**config.mk**
```make
export PLATFORM = sky130hd
export DESIGN_NAME = calculation_unit_fraction_adder_pipe
export DESIGN_NICKNAME = d
export VERILOG_FILES = /design/src/rtl/calculation_unit_pkg.sv /design/src/rtl/calculation_unit_pipe_stage_ctrl.sv /design/src/rtl/calculation_unit_fraction_adder_pipe.sv
export SDC_FILE = /design/constraint.sdc
export NUM_CORES = 1
export LEC_CHECK = 0
export ABC_AREA = 1
export CORE_UTILIZATION = 41
export CTS_CLUSTER_DIAMETER = 80
export CTS_CLUSTER_SIZE = 20
export DETAILED_ROUTE_END_ITERATION = 8
export HOLD_SLACK_MARGIN = 0.1
export SKIP_LAST_GASP = 1
export SLEW_MARGIN = 10
export SYNTH_ARGS = -nofsm -noshare
export SYNTH_HDL_FRONTEND = slang
export SYNTH_HIERARCHICAL = 1
export SYNTH_SLANG_ARGS = --single-unit
```
**constraint.sdc**
```tcl
create_clock -name clk -period 5.85 [get_ports clk]
set_input_delay 0.585 -clock clk [delete_from_list [all_inputs] [get_ports clk]]
set_output_delay 0.585 -clock clk [all_outputs]
set_load 0.01 [all_outputs]
```
**src/rtl/calculation_unit_pkg.sv**
```systemverilog
// Shared types, split rule and parameter checks for the calculation unit fraction adder.
package calculation_unit_pkg;

  localparam int MIN_STAGES = 1;
  localparam int MAX_STAGES = 3;

  // Per-stage control payload that travels with a partial result.
  // carry holds the low-half carry/borrow after the low stage and the
  // "needs negation" flag after the high stage. The partial sum and tag
  // widths depend on module parameters, so those vectors sit beside this
  // struct inside the adder instead of inside it.
  typedef struct packed {
    logic carry;
    logic subtract;
    logic sign;
  } stage_flags_t;

  // The low half of the carry chain is the lower floor(B_WIDTH/2) bits.
  function automatic int low_split(input int b_width);
    return b_width / 2;
  endfunction

  // The pipeline supports a depth of one to three register stages.
  function automatic bit stages_legal(input int stages);
    return (stages >= MIN_STAGES) && (stages <= MAX_STAGES);
  endfunction

endpackage

```
**src/rtl/calculation_unit_pipe_stage_ctrl.sv**
```systemverilog
// Valid bit and load control for one pipeline stage with full backpressure.
module calculation_unit_pipe_stage_ctrl (
  input  logic clk,
  input  logic reset_n,
  input  logic up_valid,
  input  logic down_ready,
  output logic load,
  output logic valid
);

  logic valid_d;
  logic valid_q;
  logic stage_ready;

  // The stage can take new data when it is empty or its content is leaving this cycle.
  always_comb begin
    stage_ready = !valid_q || down_ready;
    load        = up_valid && stage_ready;
    valid_d     = load || (valid_q && !down_ready);
  end

  // Valid bit is the only control state; dropping it on reset discards in-flight data.
  always_ff @(posedge clk or negedge reset_n) begin
    if (!reset_n) begin
      valid_q <= 1'b0;
    end else begin
      valid_q <= valid_d;
    end
  end

  assign valid = valid_q;

endmodule

```
**src/rtl/calculation_unit_fraction_adder_pipe.sv**
```systemverilog
// Pipelined fraction adder/subtractor: A_ext +/- B with magnitude/sign correction and zero flag.
module calculation_unit_fraction_adder_pipe
  import calculation_unit_pkg::*;
#(
  parameter int A_WIDTH   = 24,
  parameter int B_WIDTH   = 49,
  parameter int STAGES    = 2,
  parameter int TAG_WIDTH = 4
) (
  input  logic                 clk,
  input  logic                 reset_n,
  input  logic                 in_valid,
  output logic                 in_ready,
  input  logic [A_WIDTH-1:0]   aligned_fraction_a,
  input  logic [B_WIDTH-1:0]   aligned_fraction_b,
  input  logic                 subtract,
  input  logic                 sign_in,
  input  logic [TAG_WIDTH-1:0] tag_in,
  output logic                 out_valid,
  input  logic                 out_ready,
  output logic [B_WIDTH-1:0]   fraction_sum,
  output logic                 sign_out,
  output logic                 zero,
  output logic [TAG_WIDTH-1:0] tag_out
);

  localparam int LOW  = low_split(B_WIDTH);
  localparam int HIGH = B_WIDTH - LOW;
  localparam int HIGH_W = HIGH + 1;
  localparam int PAD  = B_WIDTH - 1 - A_WIDTH;

  if (!stages_legal(STAGES)) begin : g_bad_stages
    $error("calculation_unit_fraction_adder_pipe: STAGES=%0d outside 1..3", STAGES);
  end
  if (B_WIDTH < A_WIDTH + 1) begin : g_bad_widths
    $error("calculation_unit_fraction_adder_pipe: B_WIDTH=%0d must be >= A_WIDTH+1", B_WIDTH);
  end

  // Low half add/sub; the extra top bit is the carry (add) or borrow (sub) into the high half.
  function automatic logic [LOW:0] lo_add(input logic [LOW-1:0] a, input logic [LOW-1:0] b,
                                          input logic sub);
    if (sub) begin
      return {1'b0, a} - {1'b0, b};
    end
    return {1'b0, a} + {1'b0, b};
  endfunction

  // High half add/sub with incoming carry/borrow; for sub the top bit is the final borrow.
  function automatic logic [HIGH:0] hi_add(input logic [HIGH-1:0] a, input logic [HIGH-1:0] b,
                                           input logic sub, input logic c);
    if (sub) begin
      return {1'b0, a} - {1'b0, b} - HIGH_W'(c);
    end
    return {1'b0, a} + {1'b0, b} + HIGH_W'(c);
  endfunction

  // ---------------------------------------------------------------------------
  // Handshake chain
  // ---------------------------------------------------------------------------
  logic [STAGES-1:0] stg_valid;
  logic [STAGES-1:0] stg_load;
  logic [STAGES-1:0] stg_up_valid;
  logic [STAGES-1:0] stg_down_ready;

  // Ready ripples back from the consumer through every stage; built from valid bits only.
  always_comb begin
    logic ready_chain;
    ready_chain    = out_ready;
    stg_down_ready = '0;
    stg_up_valid   = '0;
    for (int k = STAGES - 1; k >= 0; k--) begin
      stg_down_ready[k] = ready_chain;
      ready_chain       = !stg_valid[k] || ready_chain;
      stg_up_valid[k]   = (k == 0) ? in_valid : stg_valid[(k == 0) ? 0 : k - 1];
    end
    in_ready = ready_chain;
  end

  for (genvar k = 0; k < STAGES; k++) begin : g_stage_ctrl
    calculation_unit_pipe_stage_ctrl u_ctrl (
      .clk        (clk),
      .reset_n    (reset_n),
      .up_valid   (stg_up_valid[k]),
      .down_ready (stg_down_ready[k]),
      .load       (stg_load[k]),
      .valid      (stg_valid[k])
    );
  end

  // ---------------------------------------------------------------------------
  // Front end: align A into the [xx.xxx] frame and compute the low half
  // ---------------------------------------------------------------------------
  logic [B_WIDTH-1:0] a_ext;
  logic [LOW:0]       front_lo;

  // A gets one leading zero integer bit and zero padding below its fraction.
  always_comb begin
    a_ext    = B_WIDTH'(aligned_fraction_a) << PAD;
    front_lo = lo_add(a_ext[LOW-1:0], aligned_fraction_b[LOW-1:0], subtract);
  end

  // ---------------------------------------------------------------------------
  // High half: sources depend on whether the low half was registered
  // ---------------------------------------------------------------------------
  logic [LOW-1:0]       hi_src_lo;
  logic                 hi_src_c;
  logic [HIGH-1:0]      hi_src_a;
  logic [HIGH-1:0]      hi_src_b;
  logic                 hi_src_sub;
  logic                 hi_src_sign;
  logic [TAG_WIDTH-1:0] hi_src_tag;
  logic [HIGH:0]        hi_part;
  logic [B_WIDTH-1:0]   hi_raw;
  logic                 hi_neg;

  if (STAGES == 1) begin : g_no_low_stage
    assign hi_src_lo   = front_lo[LOW-1:0];
    assign hi_src_c    = front_lo[LOW];
    assign hi_src_a    = a_ext[B_WIDTH-1:LOW];
    assign hi_src_b    = aligned_fraction_b[B_WIDTH-1:LOW];
    assign hi_src_sub  = subtract;
    assign hi_src_sign = sign_in;
    assign hi_src_tag  = tag_in;
  end else begin : g_low_stage
    logic [LOW-1:0]       lo_sum_d, lo_sum_q;
    logic [HIGH-1:0]      lo_a_d, lo_a_q;
    logic [HIGH-1:0]      lo_b_d, lo_b_q;
    stage_flags_t         lo_flags_d, lo_flags_q;
    logic [TAG_WIDTH-1:0] lo_tag_d, lo_tag_q;

    // First stage captures the low half result and the untouched high operand halves.
    always_comb begin
      lo_sum_d   = lo_sum_q;
      lo_a_d     = lo_a_q;
      lo_b_d     = lo_b_q;
      lo_flags_d = lo_flags_q;
      lo_tag_d   = lo_tag_q;
      if (stg_load[0]) begin
        lo_sum_d            = front_lo[LOW-1:0];
        lo_a_d              = a_ext[B_WIDTH-1:LOW];
        lo_b_d              = aligned_fraction_b[B_WIDTH-1:LOW];
        lo_flags_d.carry    = front_lo[LOW];
        lo_flags_d.subtract = subtract;
        lo_flags_d.sign     = sign_in;
        lo_tag_d            = tag_in;
      end
    end

    // Data registers need no reset; the stage valid bit qualifies them.
    always_ff @(posedge clk) begin
      lo_sum_q   <= lo_sum_d;
      lo_a_q     <= lo_a_d;
      lo_b_q     <= lo_b_d;
      lo_flags_q <= lo_flags_d;
      lo_tag_q   <= lo_tag_d;
    end

    assign hi_src_lo   = lo_sum_q;
    assign hi_src_c    = lo_flags_q.carry;
    assign hi_src_a    = lo_a_q;
    assign hi_src_b    = lo_b_q;
    assign hi_src_sub  = lo_flags_q.subtract;
    assign hi_src_sign = lo_flags_q.sign;
    assign hi_src_tag  = lo_tag_q;
  end

  // High half finishes the raw difference; a final borrow means B was larger than A_ext.
  always_comb begin
    hi_part = hi_add(hi_src_a, hi_src_b, hi_src_sub, hi_src_c);
    hi_raw  = {hi_part[HIGH-1:0], hi_src_lo};
    hi_neg  = hi_src_sub && hi_part[HIGH];
  end

  // ---------------------------------------------------------------------------
  // Correction: conditional negate, sign fix and zero detect
  // ---------------------------------------------------------------------------
  logic [B_WIDTH-1:0]   fin_raw;
  logic                 fin_neg;
  logic                 fin_sub;
  logic                 fin_sign;
  logic [TAG_WIDTH-1:0] fin_tag;

  if (STAGES == 3) begin : g_mid_stage
    logic [B_WIDTH-1:0]   mid_raw_d, mid_raw_q;
    stage_flags_t         mid_flags_d, mid_flags_q;
    logic [TAG_WIDTH-1:0] mid_tag_d, mid_tag_q;

    // Middle stage holds the raw two's complement difference and whether it must be negated.
    always_comb begin
      mid_raw_d   = mid_raw_q;
      mid_flags_d = mid_flags_q;
      mid_tag_d   = mid_tag_q;
      if (stg_load[1]) begin
        mid_raw_d            = hi_raw;
        mid_flags_d.carry    = hi_neg;
        mid_flags_d.subtract = hi_src_sub;
        mid_flags_d.sign     = hi_src_sign;
        mid_tag_d            = hi_src_tag;
      end
    end

    // Data registers need no reset; the stage valid bit qualifies them.
    always_ff @(posedge clk) begin
      mid_raw_q   <= mid_raw_d;
      mid_flags_q <= mid_flags_d;
      mid_tag_q   <= mid_tag_d;
    end

    assign fin_raw  = mid_raw_q;
    assign fin_neg  = mid_flags_q.carry;
    assign fin_sub  = mid_flags_q.subtract;
    assign fin_sign = mid_flags_q.sign;
    assign fin_tag  = mid_tag_q;
  end else begin : g_no_mid_stage
    assign fin_raw  = hi_raw;
    assign fin_neg  = hi_neg;
    assign fin_sub  = hi_src_sub;
    assign fin_sign = hi_src_sign;
    assign fin_tag  = hi_src_tag;
  end

  logic [B_WIDTH-1:0] res_mag;
  logic               res_zero;
  logic               res_sign;

  // Negating A_ext-B gives B-A_ext; exact cancellation on subtract yields positive zero.
  always_comb begin
    res_mag  = fin_neg ? -fin_raw : fin_raw;
    res_zero = (res_mag == '0);
    res_sign = fin_neg ? !fin_sign : fin_sign;
    if (res_zero && fin_sub) begin
      res_sign = 1'b0;
    end
  end

  // ---------------------------------------------------------------------------
  // Output stage
  // ---------------------------------------------------------------------------
  logic [B_WIDTH-1:0]   res_sum_d, res_sum_q;
  logic                 res_sign_d, res_sign_q;
  logic                 res_zero_d, res_zero_q;
  logic [TAG_WIDTH-1:0] res_tag_d, res_tag_q;

  // Last stage captures the finished result and holds it until the consumer takes it.
  always_comb begin
    res_sum_d  = res_sum_q;
    res_sign_d = res_sign_q;
    res_zero_d = res_zero_q;
    res_tag_d  = res_tag_q;
    if (stg_load[STAGES-1]) begin
      res_sum_d  = res_mag;
      res_sign_d = res_sign;
      res_zero_d = res_zero;
      res_tag_d  = fin_tag;
    end
  end

  // Data registers need no reset; outputs are forced to zero while nothing is valid.
  always_ff @(posedge clk) begin
    res_sum_q  <= res_sum_d;
    res_sign_q <= res_sign_d;
    res_zero_q <= res_zero_d;
    res_tag_q  <= res_tag_d;
  end

  assign out_valid    = stg_valid[STAGES-1];
  assign fraction_sum = out_valid ? res_sum_q  : '0;
  assign sign_out     = out_valid ? res_sign_q : 1'b0;
  assign zero         = out_valid ? res_zero_q : 1'b0;
  assign tag_out      = out_valid ? res_tag_q  : '0;

endmodule

```
* Yosys cells after proc, flatten, opt, wreduce, memory -nomap -nowiden
Index checks and enable logic that the tools add are counted.
** Word-level totals
- Word-level logic and storage cells :: 47
- Input port bits :: 83
- Register bits after elaboration :: 137
- Output and inout bits :: 57
** Operators by class
- $add $sub $neg :: 6
- Reduce and logical (&&, ||, !) cells :: 16
- Muxes and demuxes :: 12
** Operator list (number)
- $mux 49 :: 2
- $mux 26 :: 2
- $logic_not 49->1 :: 1
- $neg 49->49 :: 1
- $add 24x25->26 :: 1
- $add 26x1->26 :: 1
- $sub 24x25->26 :: 1
- $sub 26x1->26 :: 1
- $mux 25 :: 1
- $sub 1x24->25 const A :: 1
- $mux 24 :: 1
- $logic_and 1x1->1 :: 6
- $logic_not 1->1 :: 5
- $mux 1 :: 5
- $logic_or 1x1->1 :: 4
- $mux 4 :: 1

* Longest topological paths before layout
Gate-level depths: netlist (run 1).
- Word-level depth :: 8
- Depth in mapped cells :: 30
- Gate-level depth less buffers :: 30

* Hierarchy
The synthesis (run 1) kept the hierarchy.
** By module, submodules not included
- calculation_unit_fraction_adder_pipe :: area each 11090.6 µm², cells each 1543, seq. area each 4053.9 µm², times used 1
- calculation_unit_pipe_stage_ctrl :: area each 48.8 µm², cells each 6, seq. area each 25.0 µm², times used 2

* Least setup slack after synthesis (run 1)
Ideal clock, no wire load.
- Path kind :: reg-to-reg
- Start :: register g_stage_ctrl[1].u_ctrl.valid_q
- End :: register g_low_stage.lo_flags_q (netlist bit fin_sign) (enable)
- Slack :: 2.279 ns
- Stages on the path, launching flop included :: 5
- Data arrival time :: 3.105 ns
- Path buffers :: 1
- Clock period less this slack :: 3.571 ns
- Data required time :: 5.384 ns
- Path through :: dfrtp_1 > clkbuf_1 > nand2_1 > inv_1 > a21oi_2
** Between the ends
- Word-level cells in the longest chain between the ends :: 4
** Ends and longest elaborated chain
- start: declaration :: RTL line calculation_unit_pipe_stage_ctrl.sv:12 : logic valid_q;
- start signal: assignment :: RTL line calculation_unit_pipe_stage_ctrl.sv:27 : valid_q <= valid_d;
- $logic_not 1->1 :: RTL line calculation_unit_fraction_adder_pipe.sv:73 : ready_chain = !stg_valid[k] || ready_chain;
- $logic_or 1x1->1 :: RTL line calculation_unit_fraction_adder_pipe.sv:73
- via stg_down_ready[0] :: RTL line calculation_unit_fraction_adder_pipe.sv:63 : logic [STAGES-1:0] stg_down_ready;
- $logic_or 1x1->1 :: RTL line calculation_unit_pipe_stage_ctrl.sv:17 : stage_ready = !valid_q || down_ready;
- $logic_and 1x1->1 :: RTL line calculation_unit_pipe_stage_ctrl.sv:18 : load = up_valid && stage_ready;
- via stg_load[0] :: RTL line calculation_unit_fraction_adder_pipe.sv:61 : logic [STAGES-1:0] stg_load;
- end signal: assignment :: RTL line calculation_unit_fraction_adder_pipe.sv:154 : lo_flags_q <= lo_flags_d;
- end: declaration :: RTL line calculation_unit_fraction_adder_pipe.sv:128 : stage_flags_t lo_flags_d, lo_flags_q;
The timed path passes the listed nets, and every way through them passes these cells.
A chain may end at the register's enable or synchronous reset.

* Worst setup path after layout (run 1)
- Start :: register g_low_stage.lo_b_q[9]
- End :: register res_sign_q (data pin)
** Between the ends
- Word-level cells in the longest chain between the ends :: 8
** Ends and longest elaborated chain
- start: declaration :: RTL line calculation_unit_fraction_adder_pipe.sv:127 : logic [HIGH-1:0] lo_b_d, lo_b_q;
- start signal: assignment :: RTL line calculation_unit_fraction_adder_pipe.sv:153 : lo_b_q <= lo_b_d;
- $sub 24x25->26 :: RTL line calculation_unit_fraction_adder_pipe.sv:52 : return {1'b0, a} - {1'b0, b} - HIGH_W'(c);
- $sub 26x1->26 :: RTL line calculation_unit_fraction_adder_pipe.sv:52
- $mux 26 :: RTL line calculation_unit_fraction_adder_pipe.sv:51 : if (sub) begin
- $mux 26 (*) :: RTL line calculation_unit_fraction_adder_pipe.sv:54 : return {1'b0, a} + {1'b0, b} + HIGH_W'(c);
- $neg 49->49 / $logic_and 1x1->1 (equally long branches) :: RTL line calculation_unit_fraction_adder_pipe.sv:228, calculation_unit_fraction_adder_pipe.sv:171
- $mux 49 (*) :: RTL line calculation_unit_fraction_adder_pipe.sv:228 : res_mag = fin_neg ? -fin_raw : fin_raw;
- via res_mag[46] :: RTL line calculation_unit_fraction_adder_pipe.sv:222 : logic [B_WIDTH-1:0] res_mag;
- $logic_not 49->1 (*) :: RTL line calculation_unit_fraction_adder_pipe.sv:229 : res_zero = (res_mag == '0);
- $logic_and 1x1->1 (*) :: RTL line calculation_unit_fraction_adder_pipe.sv:231 : if (res_zero && fin_sub) begin
- end signal: assignment :: RTL line calculation_unit_fraction_adder_pipe.sv:261 : res_sign_q <= res_sign_d;
- end: declaration :: RTL line calculation_unit_fraction_adder_pipe.sv:240 : logic res_sign_d, res_sign_q;
The timed path passes the listed nets; every way through them passes the cells marked *. The select of a mux whose other input is x is not followed.

==> results of run 1 <==
-- cell usage after synthesis (3+ instances only) --
| master | count | area share |
|---|---|---|
| nand2_1 | 454 | 0.15 |
| inv_1 | 289 | 0.097 |
| nor2_1 | 153 | 0.051 |
| nand3_1 | 138 | 0.062 |
| edfxtp_1 | 135 | 0.36 |
| ha_1 | 71 | 0.079 |
| a21oi_1 | 49 | 0.022 |
| xor2_1 | 39 | 0.031 |
| o21ai_0 | 36 | 0.016 |
| nor3_1 | 28 | 0.013 |
| nand4_1 | 22 | 0.012 |
| nand3b_1 | 14 | 0.0094 |
| xnor2_1 | 13 | 0.010 |
| nand2_2 | 11 | 0.0062 |
| o21ai_1 | 10 | 0.0045 |
| clkbuf_1 | 7 | 0.0023 |
| inv_2 | 6 | 0.0020 |
| o21bai_1 | 6 | 0.0040 |
| buf_2 | 5 | 0.0022 |
| nor2_2 | 5 | 0.0028 |
| a21o_1 | 4 | 0.0027 |
| buf_1 | 4 | 0.0013 |
| buf_6 | 4 | 0.0040 |
| fa_1 | 4 | 0.0072 |
| nand2_4 | 4 | 0.0040 |
| nor3_2 | 4 | 0.0036 |
| or2_2 | 4 | 0.0022 |
| a21oi_2 | 3 | 0.0023 |
| nor3b_1 | 3 | 0.0020 |
| nor4_1 | 3 | 0.0017 |
-- worst max-delay path by stage --
stage                                            start          to  slack [ns]  cells after the start
final                            g_low_stage.lo_b_q[9]  res_sign_q        1.54                     22
after global placement           g_low_stage.lo_b_q[9]  res_sign_q        1.71                     22
after CTS                        g_low_stage.lo_b_q[9]  res_sign_q        1.54                     22
after floorplan           g_stage_ctrl[1].u_ctrl/valid    fin_sign        2.28                      4
after detailed placement        g_low_stage.lo_b_q[18]  res_sign_q        1.56                     22
after global routing             g_low_stage.lo_a_q[9]  res_sign_q        1.08                     23
-- metal layers --
metal | GRT usage | vias to the layer above | routed length [µm]
li1 | - | 5225 | -
met1 | 0.333 | 4524 | 15500
met2 | 0.332 | 262 | 12500
met3 | 0.0345 | 23 | 1490
met4 | 0.0535 | 0 | 340
met5 | 0 | - | 0
-- metrics by stage --
step / area [µm²] / power, µW / worst slack [ns] / hold slack, ns
floorplan: 11200 / 2110 / 2.28 / 0.289
global placement: 12900 / 2510 / 1.71 / 0.402
detailed placement: 12900 / 2520 / 1.56 / 0.407
CTS: 13600 / 3730 / 1.54 / 0.302
global route: 13600 / 3950 / 1.08 / 0.303
finish: 13600 / 3710 / 1.54 / 0.308
-- cell families after synthesis --
group | count (synthesis) | share of synthesized area
XOR/XNOR | 53 | 0.0422
AND/OR/NAND/NOR | 853 | 0.332
AO/OA/AOI/OAI | 119 | 0.0609
flip-flops | 137 | 0.367
adder cells (fa/ha/maj) | 75 | 0.0866
buffers and inverters | 318 | 0.112
-- power by group --
part,internal [µW],switching [µW],total [µW],leakage [µW]
sequential,1210,59.8,1270,0.00132
clock,699,506,1210,0.000319
combinational,459,778,1240,0.00491
-- final cells by class --
class	count	area share
clock buffer	17	0.0314
sequential	137	0.303
timing repair buffer	143	0.105
multi-input combinational	1100	0.431
inverter	296	0.0819
tap	341	0.0315
clock inverter	15	0.0162
-- registers in the layout (all words and copies together), names as in the netlist --
register                   cells
fin_sign                       1
fin_sub                        1
fin_tag                        4
g_low_stage.lo_a_q            24
g_low_stage.lo_b_q            25
g_low_stage.lo_sum_q          24
g_stage_ctrl.u_ctrl/valid      2
hi_src_c                       1
res_sign_q                     1
res_sum_q                     49
res_tag_q                      4
res_zero_q                     1
-- worst reg2reg max path: stages, from the launching register on --
cell	delay, ns
edfxtp_1	0.40
ha_1	0.36
inv_1	0.11
ha_1	0.40
nand2_1	0.17
nor2_2	0.13
nand2_1	0.10
nor4_2	0.28
nand2_4	0.12
nand3_4	0.15
nand2_4	0.09
nor2_8	0.53
o21ai_1	0.25
nand3_2	0.17
nor2_2	0.06
nand2_1	0.09
clkinv_1	0.11
nand3b_1	0.10
nand2_1	0.08
nor2_1	0.12
nand4_1	0.10
nor2_1	0.10
nor2_1	0.05
==> run summary, run 1 <==
outcome = finished, final reports clean
r2r endpoint = res_sign_q
htree depth = 4
EDFF count, synth = 135
n_diodes = 0
cell mode on critical path = nand2_1
DRT iter0 DRCs = 752
CORE AREA = 26900 µm²
root buffer cell = clkbuf_16
Post-CTS Setup Inserts = 0
maximum root-to-sink buffer count = 2
Via-to-Cell Ratio = 4.90
Final Skew = 0.0138 ns
Core Rows = 60
Max Slew Vio Count = 0
endpoints failing setup = 0
Avg WL per Cell = 14.6 µm
hold crit path type = primary input to async pin
Required @ worst endpoint = 6.04 ns
drc violations = 0
CP max stage delay = 0.53 ns
Hold Buf Count CTS = 0
Final Util = 0.505
Final min period = 4.31 ns
crit-path cells = ha_1 -> inv_1 -> ha_1 -> nand2_1 -> nor2_2 -> nand2_1 -> nor4_2 -> nand2_4 -> nand3_4 -> nand2_4 -> nor2_8 -> o21ai_1 -> nand3_2 -> nor2_2 -> nand2_1 -> clkinv_1 -> nand3b_1 -> nand2_1 -> nor2_1 -> nand4_1 -> nor2_1 -> nor2_1
RSZ-0062 raised after global routing = false
TritonCTS clock tree = done
vias in the first global route = 9480
Critical Path Fanout Max = 53
commonest non-fill, non-tap cell in the layout = nand2_1
FILL cells = 2679
Hold Fails Final Rpt = 0
sequential-to-total area share from yosys stat = 0.367
warning count from the yosys run = 6
initial antenna violation count = 0
Die W = 167 µm
post-synthesis instance area = 11200 µm²
Slowest cell on crit path = nor2_8
die height = 167 µm
layout cells sized above 1 = 0.0492
syn_area_per_cell = 7.20 µm²
Final #Nets = 1853
Sink Count = 137
Pre-Repair DR Iteration Count = 8
CP startpoint kind = flip-flop
async set-reset flop share out of synthesis = 0.0146
global-route wire length before repair = 49200 µm
Routed WL = 29800 µm
R2R depth = 22
Syn Nets = 1713
max_slew headroom = 0.316
Area Growth Syn to Fin = 21.2%
P per Cell Area = 274 nW/µm²
buffers added on ports = 139
library cells used by synthesis = 49
r2r setup slk = 1.54 ns
Max Fclk = 0.232 GHz
clock buffer count from CTS = 17
global route total overflow = 0
clock transition at the registers of the reported paths = 0.07 ns
GRT Overall Usage = 0.222
critical path type = flip-flop to flip-flop
Crit path max-delay family = simple AND/OR/NAND/NOR gates
Clock Latency Late Sink = 0.44 ns
placed insts = 2017
total number of vias = 10000
largest net degree at the start of global routing = 81
HPWL Detailed = 24100 µm
Initial Utilization = 0.416
# resized after CTS = 0
Top FF cell, synth = edfxtp_1
Slew @ Worst Pin = 1.03 ns
Peak VDD IR = 0.000169 V
Routed Antenna Nets = 0
max cap viols = 0
Multi-input gate area = 5850 µm²
crit path DAT = 4.51 ns
Static Leakage = 0.00654 µW
crit path buf inv count = 2
period utilisation layout = 0.737
setup TNS = 0 ns
Crit. End Element = flip-flop
die area = 28000 µm²
Ports = 140
FF+latch count, synth = 137
Reg area = 4110 µm²
most frequent cells in the layout = 454 x nand2_1, 289 x inv_1, 153 x nor2_1, 139 x clkdlybuf4s50_1, 138 x nand3_1
worst r2r src = g_low_stage.lo_b_q[9]
Cell Count, Final, Fillers Out = 2049
Syn Inst Count = 1555
Routability Congestion = 0.890
(Power assumes the default switching activity.)
==> run 2, diff against run 1 <==
Clock period 5.85 ns to 3.65 ns, I/O delays scaled along.
==> run 2 against run 1 <==
Compared with the run above:
- the run now ends with negative setup slack left
- combinational power rose by 120%
- non-clock buffer count grew 194
- total power up 75%
- global-route usage rose by 1.4 points
- hold slack better by 0.11 ns
- final area is 16% higher
- via count increased by 8.3%
==> run summary, run 2 (synthesized netlist as in run 1, its figures left out) <==
Hold Fails Final Rpt = 0
Clk pwr share = 0.271
Max Fclk = 0.272 GHz
period utilisation layout = 1.01
Peak VDD IR = 0.000290 V
Reg area = 4110 µm²
Area Growth Syn to Fin = 40.3%
Routed WL = 32200 µm
total number of vias = 10900
DRT iter0 DRCs = 732
clock transition at the registers of the reported paths = 0.07 ns
largest net degree at the start of global routing = 81
met3 usage = 0.0274
M1 GR Usage = 0.347
maximum root-to-sink buffer count = 2
failing checks = negative setup slack
Pre-Repair DR Iteration Count = 5
crit path buf inv count = 2
CP startpoint kind = flip-flop
root buffer cell = clkbuf_16
HPWL Detailed = 25600 µm
Max Slew Vio Count = 0
crit path DAT = 3.86 ns
most frequent cells in the layout = 404 x nand2_1, 288 x inv_1, 183 x buf_4, 139 x clkdlybuf4s50_1, 138 x nor2_1
Routed Antenna Nets = 0
number of flip-flops in the largest register = 49
die height = 167 µm
Crit. End Element = flip-flop
max_slew headroom = 0.353
Top Registers = res_sum_q x49, g_low_stage.lo_b_q x25
Slowest cell on crit path = fa_1
outcome = finished with violations
vias in the first global route = 10400
Final min period = 3.67 ns
Multi-input gate area = 6500 µm²
global-route wire length before repair = 52300 µm
Initial Utilization = 0.416
CP max stage delay = 0.57 ns
r2r setup slk = -0.02 ns
critical path type = flip-flop to flip-flop
hold crit path type = flip-flop to flip-flop
drc violations = 0
P per Cell Area = 415 nW/µm²
FILL cells = 2563
Clock Latency Late Sink = 0.43 ns
Psw = 2310 µW
most used routing layer = met2
global route total overflow = 0
TritonCTS clock tree = done
Core Rows = 60
internal power = 4200 µW
Critical Path Fanout Max = 7
Avg WL per Cell = 14.3 µm
Hold WS = 0.421 ns
initial antenna violation count = 0
largest register by flop count = res_sum_q
Die W = 167 µm
final setup margin = -0.0234 ns
Routability Congestion = 0.909
switching part of the total = 0.355
Static Leakage = 0.00756 µW
max cap viols = 0
n_diodes = 0
htree depth = 4
cell mode on critical path = nand2_2
RSZ-0062 raised after global routing = true
CORE AREA = 26900 µm²
Final #Nets = 2051
Ports = 140
GRT Overall Usage = 0.236
Slew @ Worst Pin = 0.971 ns
endpoints failing setup = 2
Via-to-Cell Ratio = 4.84
Crit path max-delay family = simple AND/OR/NAND/NOR gates
Sink Count = 137
layout cells sized above 1 = 0.204
Required @ worst endpoint = 3.83 ns
sequential power share = 0.313
commonest non-fill, non-tap cell in the layout = nand2_1
Logic pwr share = 0.416
met2 Use GR = 0.369
clock buffer count from CTS = 17
die area = 28000 µm²
buffers added on ports = 139
Final Skew = 0.00801 ns
pre-CTS setup slack = -0.208 ns
==> run 2: cell type report <==
class | count | share of cell area
Timing Repair Buffer | 337 | 0.189
Multi-Input combinational cell | 1104 | 0.414
Inverter | 296 | 0.0708
Tap cell | 341 | 0.0272
Sequential cell | 137 | 0.262
Clock inverter | 14 | 0.0102
Clock buffer | 18 | 0.0273
==> run 2: what timing repair did <==
item | CTS | global route
buffers inserted | 10 | 17
endpoints found under the setup margin | 4 | 8
gates resized for setup | 35 | 112
pin swaps | 13 | 48
hold buffers | 1 | 0
hold endpoints to repair | 2 | 0
cloned | 3 | 1
==> run 2: path summary, 6_finish.rpt <==
check / depth (start not counted) / endpoint / startpoint
max reg2reg: 26 / res_sign_q / g_low_stage.lo_b_q[0]
min in group asynchronous: 2 / g_stage_ctrl[1].u_ctrl/valid / reset_n
min: 0 / res_tag_q[3] / fin_tag[3]
min reg2reg: 0 / res_tag_q[3] / fin_tag[3]
max: 26 / res_sign_q / g_low_stage.lo_b_q[0]
max in group asynchronous: 2 / g_stage_ctrl[1].u_ctrl/valid / reset_n
==> run 2: per-layer routing <==
layer | routed length, µm | share of wire
met4 | 416 | 0.013
met3 | 1430 | 0.044
met5 | 0 | 0
met1 | 16200 | 0.50
met2 | 14100 | 0.44
==> run 2: worst register-to-register path, cell delays in order, from the launching register on <==
cell and delay (ns):
edfxtp_1 0.42, fa_1 0.57, inv_1 0.06, ha_2 0.18, o21ai_4 0.16, nand2_2 0.08
nand2_2 0.07, nand2_2 0.07, nand2_2 0.10, nand2_4 0.06, nand2_4 0.10, nand3_4 0.14
nand2_8 0.12, nor2_4 0.08, buf_6 0.13, nand2_4 0.05, nand2_4 0.06, nor2_4 0.11
nand2_2 0.08, nor2_4 0.13, nand3_2 0.08, nor2_1 0.11, nand3_1 0.09, nor2_1 0.12
nand4_1 0.10, nor2_1 0.11, nor2_1 0.04
==> run 2: through the flow <==
stage	TNS, ns	total power (µW)	util	cell area (µm²)	instances
global route	-0.745	6930	0.584	15700	2247
floorplan	0	3380	-	11200	1555
detailed placement	-0.481	4490	0.528	14200	2184
global placement	-0.309	4460	0.528	14200	2184
finish	-0.0352	6510	0.584	15700	2247
CTS	-0.0398	6360	0.562	15100	2230
==> run 2: power by group through the flow <==
| stage | combinational [µW] | sequential [µW] | clock [µW] |
|---|---|---|---|
| after floorplan | 1340 | 2030 | 0 |
| after global placement | 2390 | 2070 | 0 |
| after detailed placement | 2420 | 2070 | 0 |
| after CTS | 2520 | 2040 | 1810 |
| after global routing | 3010 | 2050 | 1870 |
| final | 2710 | 2030 | 1770 |
==> run 3, diff against run 2 <==
Settings changed: TNS_END_PERCENT set to 30.
==> run 3 against run 2 <==
Compared with the run above:
- the run still ends with negative setup slack left
- setup slack got worse by 0.028 ns
- critical path depth unchanged
- clock-buffer cell count unchanged
- hold slack about the same
==> run summary, run 3 (synthesized netlist as in run 1, its figures left out) <==
outcome = finished with violations
failing checks = negative setup slack
Critical Path End = res_sign_q
buffers added on ports = 139
global-route wire length before repair = 52200 µm
Pre-Repair DR Iteration Count = 5
worst r2r src = g_low_stage.lo_b_q[0]
R2R depth = 26
r2r setup slk = -0.05 ns
endpoints failing setup = 2
final setup margin = -0.0509 ns
Final Skew = 0.00851 ns
Post-DP Area = 14200 µm²
cell mode on critical path = nand2_2
GRT Overall Usage = 0.235
Max Fclk = 0.270 GHz
die height = 167 µm
Top Registers = res_sum_q x49, g_low_stage.lo_b_q x25
Initial Utilization = 0.416
total number of vias = 10900
HPWL Detailed = 25600 µm
Ports = 140
Area Growth Syn to Fin = 39.6%
Final min period = 3.70 ns
Hold WS = 0.421 ns
Routed Antenna Nets = 0
RSZ-0062 raised after global routing = true
max_slew headroom = 0.357
worst setup path start = g_low_stage.lo_b_q[0]
Final #Nets = 2047
initial antenna violation count = 0
largest register by flop count = res_sum_q
DRT iter0 DRCs = 742
Die W = 167 µm
critical path type = flip-flop to flip-flop
Required @ worst endpoint = 3.83 ns
Peak VDD IR = 0.000299 V
Slowest cell on crit path = fa_1
Core Rows = 60
CP max stage delay = 0.57 ns
htree depth = 4
root buffer cell = clkbuf_16
P per Cell Area = 415 nW/µm²
crit path DAT = 3.88 ns
Avg WL per Cell = 14.3 µm
period utilisation layout = 1.01
drc violations = 0
largest net degree at the start of global routing = 81
Hold Fails Final Rpt = 0
Critical Path Fanout Max = 7
number of flip-flops in the largest register = 49
vias in the first global route = 10400
CP startpoint kind = flip-flop
Via-to-Cell Ratio = 4.87
Static Leakage = 0.00754 µW
clock buffer count from CTS = 17
CORE AREA = 26900 µm²
commonest non-fill, non-tap cell in the layout = nand2_1
Max Slew Vio Count = 0
hold crit path type = flip-flop to flip-flop
die area = 28000 µm²
Crit. End Element = flip-flop
maximum root-to-sink buffer count = 2
Routed WL = 32200 µm
n_diodes = 0
most frequent cells in the layout = 417 x nand2_1, 288 x inv_1, 177 x buf_4, 139 x clkdlybuf4s50_1, 138 x nor2_1
global route total overflow = 0
Routability Congestion = 0.909
Clock Latency Late Sink = 0.43 ns
TritonCTS clock tree = done
r2r endpoint = res_sign_q
Slew @ Worst Pin = 0.965 ns
design area = 15600 µm²
layout cells sized above 1 = 0.194
Sink Count = 137
max cap viols = 0
clock transition at the registers of the reported paths = 0.07 ns
Final Util = 0.581
run 3: cell type report:
cell class | instances | area [µm²]
Tap cell | 341 | 427
Multi-Input combinational cell | 1104 | 6440
Clock buffer | 18 | 429
Timing Repair Buffer | 333 | 2950
Sequential cell | 137 | 4110
Inverter | 296 | 1110
Fill cell | 2577 | 11300
Clock inverter | 14 | 160
run 3: routing by layer:
metal,vias up,global-route usage,share of wire
met5,-,0,0
met4,0,0.0542,0.014
met3,31,0.0274,0.054
met2,320,0.369,0.43
met1,4959,0.346,0.50
li1,5620,-,-
run 3: worst max-delay path, delay by kind of cell (launching register included):
kind | cells | cell delay (ns)
AND/OR/NAND/NOR | 21 | 1.91
adder cells (fa/ha/maj) | 2 | 0.75
flip-flops | 1 | 0.42
buffers and inverters | 2 | 0.19
AO/OA/AOI/OAI | 1 | 0.16
run 3: repair_timing:
action                                  CTS  global route
pin swaps                                13            39
hold buffers                              1             0
endpoints found under the setup margin    4             8
endpoints found under the hold margin     2             0
gates cloned                              3             1
gates resized for setup                  29           100
buffers inserted                         10            13
run 3: worst min-delay path by stage:
stage / startpoint / to / slack (ns) / cells after the start
6_report: fin_tag[3] / res_tag_q[3] / 0.42 / 0
3_5_place_dp: fin_tag[3] / res_tag_q[3] / 0.41 / 0
3_3_place_gp: fin_tag[1] / res_tag_q[1] / 0.40 / 0
5_1_grt: fin_tag[3] / res_tag_q[3] / 0.43 / 0
4_1_cts: fin_tag[3] / res_tag_q[3] / 0.42 / 0
2_1_floorplan: reset_n / g_stage_ctrl[0].u_ctrl/valid / 0.07 / 0
run 3: where the power goes:
group / internal [µW] / switching (µW)
Clock: 1020 / 742
Sequential: 1940 / 91.6
Combinational: 1220 / 1460
Total: 4190 / 2290
run 3: stage by stage:
stage / power (µW) / worst slack, ns / cells / TNS (ns)
2_1_floorplan: 3380 / 0.0788 / 1555 / 0
3_3_place_gp: 4460 / -0.155 / 2184 / -0.309
3_5_place_dp: 4490 / -0.208 / 2184 / -0.481
4_1_cts: 6350 / -0.0398 / 2230 / -0.0702
5_1_grt: 6900 / -0.319 / 2243 / -0.865
6_report: 6480 / -0.0509 / 2243 / -0.0832
